<file path="src/rtl/fifo_pkg.sv">
// Shared types and sizing helpers for the programmable-flag synchronous FIFO.
package fifo_pkg;

  typedef enum logic {
    MODE_STD  = 1'b0,
    MODE_FWFT = 1'b1
  } fifo_mode_e;

  localparam int AF_OFFSET  = 2;
  localparam int AE_DEFAULT = 2;

  function automatic int cnt_w(input int depth);
    return $clog2(depth + 1);
  endfunction

  function automatic int ptr_w(input int depth);
    return (depth > 1) ? $clog2(depth) : 1;
  endfunction

endpackage

</file>
<file path="src/rtl/fifo_if.sv">
// Producer/consumer bus of the FIFO; master drives requests, slave is the FIFO.
interface fifo_if import fifo_pkg::*; #(
  parameter int         WIDTH = 8,
  parameter int         DEPTH = 32,
  parameter fifo_mode_e MODE  = MODE_STD
);
  logic                      wr_en;
  logic [WIDTH-1:0]          data_in;
  logic                      rd_en;
  logic                      clr_err;
  logic [WIDTH-1:0]          data_out;
  logic                      full;
  logic                      empty;
  logic                      almost_full;
  logic                      almost_empty;
  logic [cnt_w(DEPTH)-1:0]   count;
  logic                      overflow;
  logic                      underflow;
  // Lets the consumer know whether data_out is valid without a read request.
  logic                      fall_through;

  assign fall_through = (MODE == MODE_FWFT);

  modport master (
    output wr_en, data_in, rd_en, clr_err,
    input  data_out, full, empty, almost_full, almost_empty, count,
           overflow, underflow, fall_through
  );

  modport slave (
    input  wr_en, data_in, rd_en, clr_err,
    output data_out, full, empty, almost_full, almost_empty, count,
           overflow, underflow
  );

endinterface

</file>
<file path="src/rtl/fifo_ram.sv">
// WIDTH x DEPTH storage: one write port, one read port that is registered
// in standard mode and combinational in fall-through mode.
module fifo_ram import fifo_pkg::*; #(
  parameter int         WIDTH = 8,
  parameter int         DEPTH = 32,
  parameter fifo_mode_e MODE  = MODE_STD,
  localparam int        PW    = ptr_w(DEPTH)
) (
  input  logic             clk,
  input  logic             rst,
  input  logic             we,
  input  logic [PW-1:0]    waddr,
  input  logic [WIDTH-1:0] wdata,
  input  logic             re,
  input  logic [PW-1:0]    raddr,
  output logic [WIDTH-1:0] rdata
);

  logic [WIDTH-1:0] mem [DEPTH];

  always_ff @(posedge clk) begin
    if (we) mem[waddr] <= wdata;
  end

  if (MODE == MODE_FWFT) begin : g_fwft
    wire unused_fwft = rst ^ re;
    assign rdata = mem[raddr];
  end else begin : g_std
    always_ff @(posedge clk or negedge rst) begin
      if (!rst)    rdata <= '0;
      else if (re) rdata <= mem[raddr];
    end
  end

endmodule

</file>
<file path="src/rtl/fifo_prog.sv">
// Synchronous FIFO for any DEPTH >= 2 with optional fall-through read,
// programmable almost flags, occupancy count and sticky error flags.
module fifo_prog import fifo_pkg::*; #(
  parameter int WIDTH    = 8,
  parameter int DEPTH    = 32,
  parameter int AF_LEVEL = DEPTH - AF_OFFSET,
  parameter int AE_LEVEL = AE_DEFAULT,
  parameter int FWFT     = 0
) (
  input logic   clk,
  input logic   rst,
  fifo_if.slave bus
);

  localparam int              CW       = cnt_w(DEPTH);
  localparam int              PW       = ptr_w(DEPTH);
  localparam fifo_mode_e      MODE     = (FWFT != 0) ? MODE_FWFT : MODE_STD;
  localparam logic [CW-1:0]   DEPTH_C  = CW'(DEPTH);
  localparam logic [CW-1:0]   AF_C     = CW'(AF_LEVEL);
  localparam logic [CW-1:0]   AE_C     = CW'(AE_LEVEL);
  localparam logic [PW-1:0]   PTR_LAST = PW'(DEPTH - 1);

  if (DEPTH < 2 || AE_LEVEL < 0 || AE_LEVEL >= AF_LEVEL || AF_LEVEL > DEPTH) begin : g_bad_params
    $error("fifo_prog: need DEPTH >= 2 and 0 <= AE_LEVEL < AF_LEVEL <= DEPTH");
  end

  logic [PW-1:0]    wr_ptr, rd_ptr;
  logic [CW-1:0]    count, count_nxt;
  logic             full, empty, almost_full, almost_empty;
  logic             overflow, underflow;
  logic             wr_ok, rd_ok;
  logic [WIDTH-1:0] ram_q;

  // Explicit wrap keeps non-power-of-two depths correct.
  function automatic logic [PW-1:0] ptr_inc(input logic [PW-1:0] p);
    return (p == PTR_LAST) ? '0 : p + PW'(1);
  endfunction

  assign wr_ok = bus.wr_en & ~full;
  assign rd_ok = bus.rd_en & ~empty;

  always_comb begin
    count_nxt = count;
    if (wr_ok && !rd_ok)      count_nxt = count + CW'(1);
    else if (rd_ok && !wr_ok) count_nxt = count - CW'(1);
  end

  // State update: every flag is derived from the next count so it is registered.
  always_ff @(posedge clk or negedge rst) begin
    if (!rst) begin
      wr_ptr       <= '0;
      rd_ptr       <= '0;
      count        <= '0;
      full         <= 1'b0;
      empty        <= 1'b1;
      almost_full  <= 1'b0;
      almost_empty <= 1'b1;
      overflow     <= 1'b0;
      underflow    <= 1'b0;
    end else begin
      if (wr_ok) wr_ptr <= ptr_inc(wr_ptr);
      if (rd_ok) rd_ptr <= ptr_inc(rd_ptr);
      count        <= count_nxt;
      full         <= (count_nxt == DEPTH_C);
      empty        <= (count_nxt == '0);
      almost_full  <= (count_nxt >= AF_C);
      almost_empty <= (count_nxt <= AE_C);
      overflow     <= (bus.wr_en & full)  | (overflow  & ~bus.clr_err);
      underflow    <= (bus.rd_en & empty) | (underflow & ~bus.clr_err);
    end
  end

  fifo_ram #(
    .WIDTH (WIDTH),
    .DEPTH (DEPTH),
    .MODE  (MODE)
  ) u_ram (
    .clk   (clk),
    .rst   (rst),
    .we    (wr_ok),
    .waddr (wr_ptr),
    .wdata (bus.data_in),
    .re    (rd_ok),
    .raddr (rd_ptr),
    .rdata (ram_q)
  );

  // Fall-through output is forced to zero while empty so reset reads as 0.
  if (MODE == MODE_FWFT) begin : g_out_fwft
    assign bus.data_out = empty ? '0 : ram_q;
  end else begin : g_out_std
    assign bus.data_out = ram_q;
  end

  assign bus.full         = full;
  assign bus.empty        = empty;
  assign bus.almost_full  = almost_full;
  assign bus.almost_empty = almost_empty;
  assign bus.count        = count;
  assign bus.overflow     = overflow;
  assign bus.underflow    = underflow;

endmodule

</file>
<file path="src/flat_wrapper.sv">
// flat-port wrapper written by rule: the top's interface ports become plain ports
module fifo_prog_flat import fifo_pkg::*;
#(
  parameter int WIDTH    = 8,
  parameter int DEPTH    = 32,
  parameter int AF_LEVEL = DEPTH - AF_OFFSET,
  parameter int AE_LEVEL = AE_DEFAULT,
  parameter int FWFT     = 0
)
  (clk, rst, bus_wr_en, bus_data_in, bus_rd_en, bus_clr_err, bus_data_out, bus_full, bus_empty, bus_almost_full, bus_almost_empty, bus_count, bus_overflow, bus_underflow);
  fifo_if #(.WIDTH(WIDTH), .DEPTH(DEPTH), .MODE(MODE_STD)) bus_i ();
  input logic clk;
  input logic rst;
  input wire logic [$bits(bus_i.wr_en)-1:0] bus_wr_en;
  input wire logic [$bits(bus_i.data_in)-1:0] bus_data_in;
  input wire logic [$bits(bus_i.rd_en)-1:0] bus_rd_en;
  input wire logic [$bits(bus_i.clr_err)-1:0] bus_clr_err;
  output wire logic [$bits(bus_i.data_out)-1:0] bus_data_out;
  output wire logic [$bits(bus_i.full)-1:0] bus_full;
  output wire logic [$bits(bus_i.empty)-1:0] bus_empty;
  output wire logic [$bits(bus_i.almost_full)-1:0] bus_almost_full;
  output wire logic [$bits(bus_i.almost_empty)-1:0] bus_almost_empty;
  output wire logic [$bits(bus_i.count)-1:0] bus_count;
  output wire logic [$bits(bus_i.overflow)-1:0] bus_overflow;
  output wire logic [$bits(bus_i.underflow)-1:0] bus_underflow;
  assign bus_i.wr_en = bus_wr_en;
  assign bus_i.data_in = bus_data_in;
  assign bus_i.rd_en = bus_rd_en;
  assign bus_i.clr_err = bus_clr_err;
  assign bus_data_out = bus_i.data_out;
  assign bus_full = bus_i.full;
  assign bus_empty = bus_i.empty;
  assign bus_almost_full = bus_i.almost_full;
  assign bus_almost_empty = bus_i.almost_empty;
  assign bus_count = bus_i.count;
  assign bus_overflow = bus_i.overflow;
  assign bus_underflow = bus_i.underflow;
  fifo_prog #(.WIDTH(WIDTH), .DEPTH(DEPTH), .AF_LEVEL(AF_LEVEL), .AE_LEVEL(AE_LEVEL), .FWFT(FWFT)) u_core (.clk(clk), .rst(rst), .bus(bus_i));
endmodule
</file>
<file path="config.mk">
export PLATFORM = sky130hd
export DESIGN_NAME = fifo_prog_flat
export DESIGN_NICKNAME = d
export VERILOG_FILES = /design/src/rtl/fifo_pkg.sv /design/src/rtl/fifo_if.sv /design/src/rtl/fifo_ram.sv /design/src/rtl/fifo_prog.sv /design/src/flat_wrapper.sv
export SDC_FILE = /design/constraint.sdc
export NUM_CORES = 1
export LEC_CHECK = 0
export BUFFER_PORTS_ARGS = -buffer_cell sky130_fd_sc_hd__buf_2
export CAP_MARGIN = 0
export CORE_MARGIN = 2
export CORE_UTILIZATION = 66
export DETAILED_ROUTE_END_ITERATION = 10
export PLACE_DENSITY = 0.84
export SLEW_MARGIN = 20
export SYNTH_ARGS = -nofsm -noshare
export SYNTH_HDL_FRONTEND = slang
export SYNTH_SLANG_ARGS = --single-unit
</file>
<file path="constraint.sdc">
create_clock -name clk -period 5.69 [get_ports clk]
set_input_delay 0.2845 -clock clk [delete_from_list [all_inputs] [get_ports clk]]
set_output_delay 0.2845 -clock clk [all_outputs]
set_load 0.01 [all_outputs]
</file>
Word level (Yosys, flattened, before mapping)
Memories as Yosys holds them, arrays and structs flattened. A register that Yosys moved wholly into a read port is not among the register bits.
Cells that the tools add are included.
- muxes and demuxes: 6
- bitwise operators: 11
- $add $sub $neg: 4
- equality and inequality tests: 3
- divide/modulo/power cells: 0
- magnitude comparators: 2
- shift-type cells: 0
- reductions and logical operators: 6
- multiply operators: 0
- operators by type and width (cell ; count):
    2-to-1 mux 6 bit ; 2
    adder 5 x 1 -> 5 bit (second input constant) ; 2
    equality test 5 bit (second input constant) ; 2
    2-to-1 mux 5 bit ; 2
    adder 6 x 1 -> 6 bit (second input constant) ; 1
    AND 1 bit ; 6
    equality test 6 bit (second input constant) ; 1
    greater-or-equal comparator 6 x 5 -> 1 bit (second input constant) ; 1
    <= comparator 6 x 2 -> 1 bit (second input constant) ; 1
    logical NOT 6 bit ; 1
    subtractor 6 x 1 -> 6 bit (second input constant) ; 1
    logical NOT 1 bit ; 3
    inverter 1 bit ; 3
    logical AND 1 bit ; 2
    2-to-1 mux 1 bit ; 2
    OR 1 bit ; 2
- flip-flop bits (word level): 22
- output and inout bits: 20
- ROM bits: 0
- bits in latches: 0
- input bits: 13
- RAM bits: 256
- memories: 1
- memory list (name ; depth ; width ; rd ports ; clocked after memory_dff ; write ports ; line ; RTL):
    u_core.u_ram.mem ; 32 ; 8 ; 1 ; 1 ; 1 ; fifo_ram.sv:19 ; logic [WIDTH-1:0] mem [DEPTH];

Logic depth before layout (Yosys ltp)
Gate-level depths: netlist of the first run.
- word-level depth: 7
- gate-level depth with buffers: 8

Hierarchy
Synthesis of the first run repeated with hierarchy kept, for this count alone.
- cell total of the unflattened synthesis: 718
- area, all modules: 11676.2 um^2
- by module, submodules not included (module ; cells each ; area each (um^2) ; instances):
    fifo_ram ; 591 ; 10421.2 ; 1
    fifo_prog ; 127 ; 1255.0 ; 1

Worst setup path after synthesis of the first run
No wires, ideal clock.
- path kind: register to register
- start point: reg u_core.full, in the netlist u_core.bus.full
- end point: mem u_core.u_ram.mem[11][0], enable pin
- buffers on the path: 1
- slack: 3.774 ns
- stages on the path, launching flop included: 5
- library setup time: 0.370 ns
- arrival: 1.545 ns
- data required time: 5.320 ns
- path through: dfrtp_1 -> nor2b_1 -> clkbuf_1 -> nand2_1 -> nor2_1
- cells in the longest elaborated chain, start to end: 4
- RTL lines (item ; line ; RTL):
    start, declared ; fifo_prog.sv:29 ; logic full, empty, almost_full, almost_empty;
    start signal, assigned ; fifo_prog.sv:64 ; full <= (count_nxt == DEPTH_C);
    inverter 1 bit ; fifo_prog.sv:39 ; assign wr_ok = bus.wr_en & ~full;
    AND 1 bit ; fifo_prog.sv:39 ;
    2-to-1 mux 1 bit ; fifo_ram.sv:22 ; if (we) mem[waddr] <= wdata;
    2-to-1 mux 1 bit (implied by the code) ; fifo_ram.sv:22 ;
    end, declared ; fifo_ram.sv:19 ;
No other way between the ends.

==> results of run 1 <==
cell type report:
cell class                      count  area, um2
Clock buffer                       31        733
Clock inverter                     21        199
Fill cell                        1019       4450
Inverter                            7       26.3
Multi-Input combinational cell    381       2930
Sequential cell                   286       8440
Tap cell                          225        282
Timing Repair Buffer               41        235
cell families (layout without fill, tap and decap cells):
kind of cell	after synthesis	after routing	synth area share, %
XOR/XNOR	2	2	0.151
adder cells (fa/ha/maj)	9	9	0.968
flip-flops	286	286	72.5
multiplexers	129	129	11.1
AND/OR/NAND/NOR	121	121	5.05
buffers and inverters	47	100	2.35
AO/OA/AOI/OAI	120	120	7.83
per-layer routing:
| layer | part of all wire, % | GRT usage, % |
|---|---|---|
| met1 | 40 | 39.8 |
| met2 | 48 | 45.5 |
| met3 | 8.9 | 5.70 |
| met4 | 3.1 | 10.6 |
| met5 | 0 | 0 |
registers in the layout (all words and copies together), names as in the netlist:
| signal | flops |
|---|---|
| u_core.u_ram.mem | 256 |
| u_core.wr_ptr | 5 |
| u_core.bus.underflow | 1 |
| u_core.bus.full | 1 |
| u_core.bus.almost_empty | 1 |
| u_core.u_ram.rdata | 8 |
| u_core.bus.empty | 1 |
| u_core.rd_ptr | 5 |
| u_core.bus.almost_full | 1 |
| u_core.bus.overflow | 1 |
| u_core.bus.count | 6 |
how the worst max path moves through the flow:
stage | start | to | cells past startpoint
after floorplan | u_core.bus.full$_DFF_PN0_ | u_core.u_ram.mem[11][0]$_DFFE_PP_ | 4
after global placement | u_core.rd_ptr[0]$_DFFE_PN0P_ | u_core.u_ram.rdata[7]$_DFFE_PN0P_ | 6
after detailed placement | u_core.rd_ptr[0]$_DFFE_PN0P_ | u_core.u_ram.rdata[7]$_DFFE_PN0P_ | 6
after CTS | u_core.rd_ptr[0]$_DFFE_PN0P_ | u_core.u_ram.rdata[7]$_DFFE_PN0P_ | 6
after global routing | u_core.rd_ptr[0]$_DFFE_PN0P_ | u_core.u_ram.rdata[7]$_DFFE_PN0P_ | 6
final | u_core.rd_ptr[0]$_DFFE_PN0P_ | u_core.u_ram.rdata[7]$_DFFE_PN0P_ | 6
worst max-delay path, stage by stage (launching register included):
cell      delay (ns)
dfrtp_4         0.98
buf_4           0.70
mux2i_1         0.21
a22o_1          0.28
a221oi_1        0.25
o22ai_1         0.15
o41ai_1         0.43
synthesized netlist by cell type (2+ instances only):
cell	n	area (um2)
o41ai_1	2	17.5
a22oi_1	32	240
ha_1	9	113
or3b_2	2	17.5
nand4_1	2	12.5
o22ai_1	8	50.1
o41ai_2	6	97.6
buf_4	8	60.1
mux2i_1	128	1280
inv_1	7	26.3
dfrtp_1	28	701
a22o_1	16	140
o31ai_1	2	15.0
nor2b_1	4	25.0
buf_2	6	30.0
buf_6	8	90.1
nand3b_1	4	30.0
o21ai_0	13	65.1
nand2_1	32	120
xnor2_1	2	17.5
clkbuf_1	14	52.6
nor2_1	43	161
a21oi_1	20	100
nand3_1	2	10.0
and3_1	7	43.8
and2_1	5	31.3
nand2b_1	3	18.8
a221oi_1	16	140
edfxtp_1	256	7690
dfstp_2	2	52.6
or2_2	2	12.5
or3_1	5	31.3
nor3_1	5	25.0
buf_1	4	15.0
power breakdown:
group,switching (mW),internal (mW)
Combinational,0.877,0.553
Clock,0.755,1.10
Sequential,0.210,2.47
stage by stage:
step	util [%]	power, mW	hold slack, ns	cell area, um2
3_3_place_gp	68.7	4.04	0.380	11900
6_report	74.3	5.97	0.0233	12800
2_1_floorplan	-	3.65	-0.0111	11600
3_5_place_dp	68.7	4.11	0.391	11900
5_1_grt	74.3	6.18	0.0245	12800
4_1_cts	74.3	5.95	0.0120	12800
repair_timing:
action,CTS,global route
buffers inserted,0,0
hold buffers,3,0
hold endpoints to repair,30,0
==> results.py, run 1 <==
metrics = {
    "timing": {
        "fmax_mhz": 316,
        "fin_crit_sh_pct": 55.6,
        "tightest_slew_ns": 0.950,
        "rsz0062_at_grt": "no",
        "layout_min_cycle_time_ns": 3.17,
        "relSlewSlack_pct": 36.4,
        "setup_viol": 0,
        "drv_slew": 0,
        "hold_viol_final": 0,
        "fin_ws_ns": 2.52,
        "fin_skew_ns": 0.0133,
        "setup_tns_ns": 0,
    },
    "routing": {
        "routedWlPerCell_um": 25.8,
        "wirelength_um": 25600,
        "ant_nets": 0,
        "first_iter_violations": 714,
        "firstDrtPassIters": 5,
        "remaining_drc_errors": 0,
        "vias": 6532,
        "via_per_inst": 6.58,
    },
    "layout": {
        "diodes": 0,
        "drive_gt1_share_pct": 13.0,
        "final_common_cell": "edfxtp_1",
        "final_cell_mix": "256 x edfxtp_1, 128 x mux2i_1, 42 x nor2_1",
        "area_delta_synth_final_pct": 10.4,
        "instances_no_fill": 992,
        "fin_nets": 767,
    },
    "floorplan": {
        "start_util_pct": 67.3,
        "rows": 48,
        "die_w_um": 137,
        "die_h_um": 137,
        "die-area_um2": 18700,
        "coreArea_um2": 17300,
        "io_pins": 33,
    },
    "worst_setup_path": {
        "r2r_slack_ns": 2.52,
        "reg2regPathDepth": 6,
        "path_max_fanout": 52,
        "arrival_ns": 3.58,
        "crit_required_ns": 6.11,
        "start_kind": "flip-flop",
        "reg2reg_from": "u_core.rd_ptr[0]$_DFFE_PN0P_",
        "path_class": "flip-flop to flip-flop",
        "worstSetupEndpointType": "flip-flop",
        "r2r_end": "u_core.u_ram.rdata[7]$_DFFE_PN0P_",
    },
    "logic_synthesis": {
        "async_reset_ff_share_pct": 10.5,
        "synth_cells": 714,
        "ys_ff_latch": 286,
        "ys_warn_count": 0,
        "ys_types": 45,
        "syn-num-nets": 736,
        "netlist_area_um2": 11600,
        "syn_area_per_cell_um2": 16.3,
        "synthFlopType": "edfxtp_1",
        "ys_seq_area_share_pct": 72.5,
        "synth_edf_count": 256,
    },
    "worst_hold_path": {
        "holdPathStages": 3,
        "hp-start": "bus_rd_en",
        "holdPathEnd": "u_core.bus.underflow$_DFF_PN0_",
        "hp-class": "primary input to flip-flop",
    },
    "clock_network": {
        "clk_pin_slew_ns": 0.06,
        "cts_sinks": 286,
        "h-tree-depth": 1,
        "clock_latency_ns": 0.54,
        "cts_tree": "yes",
        "cts_buffer_depth": 3,
        "cts_resized": 0,
        "numCtsBuffers": 28,
        "root_buffer": "clkbuf_16",
    },
    "pwr": {
        "p_per_area_nw_per_um2": 465,
        "irDropWorstVdd_mv": 0.353,
        "leakagePower_nw": 4.64,
    },
    "placement": {
        "place_congestion": 0.870,
        "dp_slack_ns": 2.58,
        "portBuffers": 32,
        "post-dp-hpwl_um": 15100,
        "numPlacedInstances": 937,
    },
    "run": {
        "drv_cap": 0,
    },
    "global_route": {
        "overflow": 0,
        "grt_first_pass_wirelength_um": 38500,
        "grt_pass1_vias": 6506,
        "antenna_found_initial": 0,
        "grt_use_total_pct": 28.5,
        "grt_max_degree": 53,
    },
    "status": {
        "status": "completed",
    },
}
Power figures use the tool's default switching activity.
==> inputs of run 2 (changes only) <==
- CORE_UTILIZATION: 66 -> 62
- PLACE_DENSITY: 0.84 -> 0.79
- clock period: 5.69 -> 3.1 ns (I/O delays scaled with it)
==> run 2 against run 1 <==
Against the previous run: sequential power is 82% higher; sequential cell count stayed put; combinational power is 89% higher; hold slack better by 0.15 ns; non-clock buffer count is 5 higher; via count is 0.17% lower; utilization is 5.0 points lower; worst setup slack worse by 1.9 ns; final cell count is 1.0% higher; power is 81% higher; highest routed layer unchanged.
==> results.py, run 2 (synthesis gave the netlist of run 1 again) <==
metrics = {
    "status": {
        "status": "completed",
    },
    "layout": {
        "utilization_pct": 69.3,
        "largest_reg_flops": 256,
        "instances_no_fill": 1002,
        "final_cell_mix": "256 x edfxtp_1, 128 x mux2i_1, 42 x nor2_1",
        "drive_gt1_share_pct": 12.9,
        "diodes": 0,
        "fin_nets": 771,
        "final_common_cell": "edfxtp_1",
        "area_delta_synth_final_pct": 10.6,
        "reg_top3": "u_core.u_ram.mem: 256 flops, u_core.u_ram.rdata: 8 flops, u_core.bus.count: 6 flops",
        "top_register": "u_core.u_ram.mem",
    },
    "clock_network": {
        "root_buffer": "clkbuf_16",
        "h-tree-depth": 1,
        "cts_buffer_depth": 3,
        "clock_latency_ns": 0.53,
        "numCtsBuffers": 27,
        "clk_pin_slew_ns": 0.06,
        "cts_tree": "yes",
        "cts_sinks": 286,
        "cts_setup_buffers": 0,
    },
    "routing": {
        "routedWlPerCell_um": 24.2,
        "ant_nets": 0,
        "vias": 6521,
        "first_iter_violations": 791,
        "remaining_drc_errors": 0,
        "firstDrtPassIters": 5,
        "via_per_inst": 6.51,
        "wirelength_um": 24300,
    },
    "placement": {
        "portBuffers": 32,
        "numPlacedInstances": 950,
        "place_congestion": 0.892,
        "dp_slack_ns": 0.596,
        "post-dp-hpwl_um": 15300,
    },
    "floorplan": {
        "die-area_um2": 19900,
        "coreArea_um2": 18600,
        "io_pins": 33,
        "rows": 50,
        "die_h_um": 141,
        "start_util_pct": 62.6,
        "die_w_um": 141,
    },
    "worst_hold_path": {
        "holdPathStages": 1,
        "hp-class": "primary input to flip-flop",
    },
    "timing": {
        "relSlewSlack_pct": 40.3,
        "layout_min_cycle_time_ns": 2.52,
        "fin_crit_sh_pct": 81.4,
        "hold_viol_final": 0,
        "rsz0062_at_grt": "no",
        "fin_ws_ns": 0.577,
        "fmax_mhz": 396,
        "fin_skew_ns": 0.0146,
        "tightest_slew_ns": 0.895,
        "drv_slew": 0,
        "whs_ns": 0.172,
        "setup_tns_ns": 0,
        "setup_viol": 0,
    },
    "worst_setup_path": {
        "cp.depth": 6,
        "start_kind": "flip-flop",
        "max_stage_delay_ns": 0.73,
        "arrival_ns": 2.94,
        "crit_buf_inv": 1,
        "crit_required_ns": 3.52,
        "cp_top_family": "compound AO/OA/AOI/OAI gates",
        "worstSetupEndpointType": "flip-flop",
        "path_class": "flip-flop to flip-flop",
        "reg2regPathDepth": 6,
        "path_max_fanout": 35,
        "crit_slowest_cell": "dfrtp_4",
        "cp_cell_sequence": "buf_12, mux2i_1, a22o_1, a221oi_1, o22ai_1, o41ai_2",
    },
    "pwr": {
        "p_per_area_nw_per_um2": 842,
        "irDropWorstVdd_mv": 0.543,
        "leakagePower_nw": 4.65,
    },
    "global_route": {
        "grt_pass1_vias": 6644,
        "grt_max_degree": 56,
        "antenna_found_initial": 0,
        "grt_use_total_pct": 25.0,
        "overflow": 0,
        "grt_first_pass_wirelength_um": 37600,
    },
    "run": {
        "drv_cap": 0,
    },
}
## run 2: routing by layer
layer	part of all wire, %	GRT usage, %	wire length, um
met2	51	43.1	12500
met5	0	0	0
met1	38	32.9	9290
met3	7.3	3.43	1770
met4	3.1	9.00	744
## run 2: area by class of cell
cell class / count / area (um2)
repair buffers: 46 / 300
flip-flops and latches: 286 / 8440
well taps: 234 / 293
clock buffers: 30 / 687
clock inverters: 18 / 190
fillers: 1152 / 5710
multi-input cells: 381 / 2930
inverters: 7 / 26.3
## run 2: worst paths after layout
check	from	slack, ns	to
setup / recovery	u_core.rd_ptr[0]$_DFFE_PN0P_	0.58	u_core.u_ram.rdata[1]$_DFFE_PN0P_
hold / removal	bus_data_in[6]	0.17	u_core.u_ram.mem[27][6]$_DFFE_PP_
max in group asynchronous	rst	2.36	u_core.rd_ptr[0]$_DFFE_PN0P_
setup reg to reg	u_core.rd_ptr[0]$_DFFE_PN0P_	0.58	u_core.u_ram.rdata[1]$_DFFE_PN0P_
hold reg to reg	u_core.u_ram.rdata[3]$_DFFE_PN0P_	0.48	u_core.u_ram.rdata[3]$_DFFE_PN0P_
min in group asynchronous	rst	0.21	u_core.bus.almost_full$_DFF_PN0_
## run 2: power breakdown
part	internal, mW	switching, mW	leakage, nW
registers	4.54	0.331	2.66
clock network	1.92	1.34	0.430
logic	1.04	1.66	1.56
total	7.50	3.34	4.65
## run 2: what timing repair did
item	in CTS	in global routing
hold endpoints to repair	30	0
hold buffers	4	0
gates resized for setup	0	0
## run 2: worst reg2reg max path, cell delays in order (launching register included)
cell and delay (ns):
dfrtp_4 0.73, buf_12 0.33, mux2i_1 0.16, a22o_1 0.25
a221oi_1 0.35, o22ai_1 0.25, o41ai_2 0.35
## run 2: metrics by stage
step | area [um2] | power (mW)
5_1_grt | 12900 | 11.2
6_report | 12900 | 10.8
4_1_cts | 12900 | 10.8
3_5_place_dp | 12000 | 7.58
3_3_place_gp | 12000 | 7.47
2_1_floorplan | 11600 | 6.71
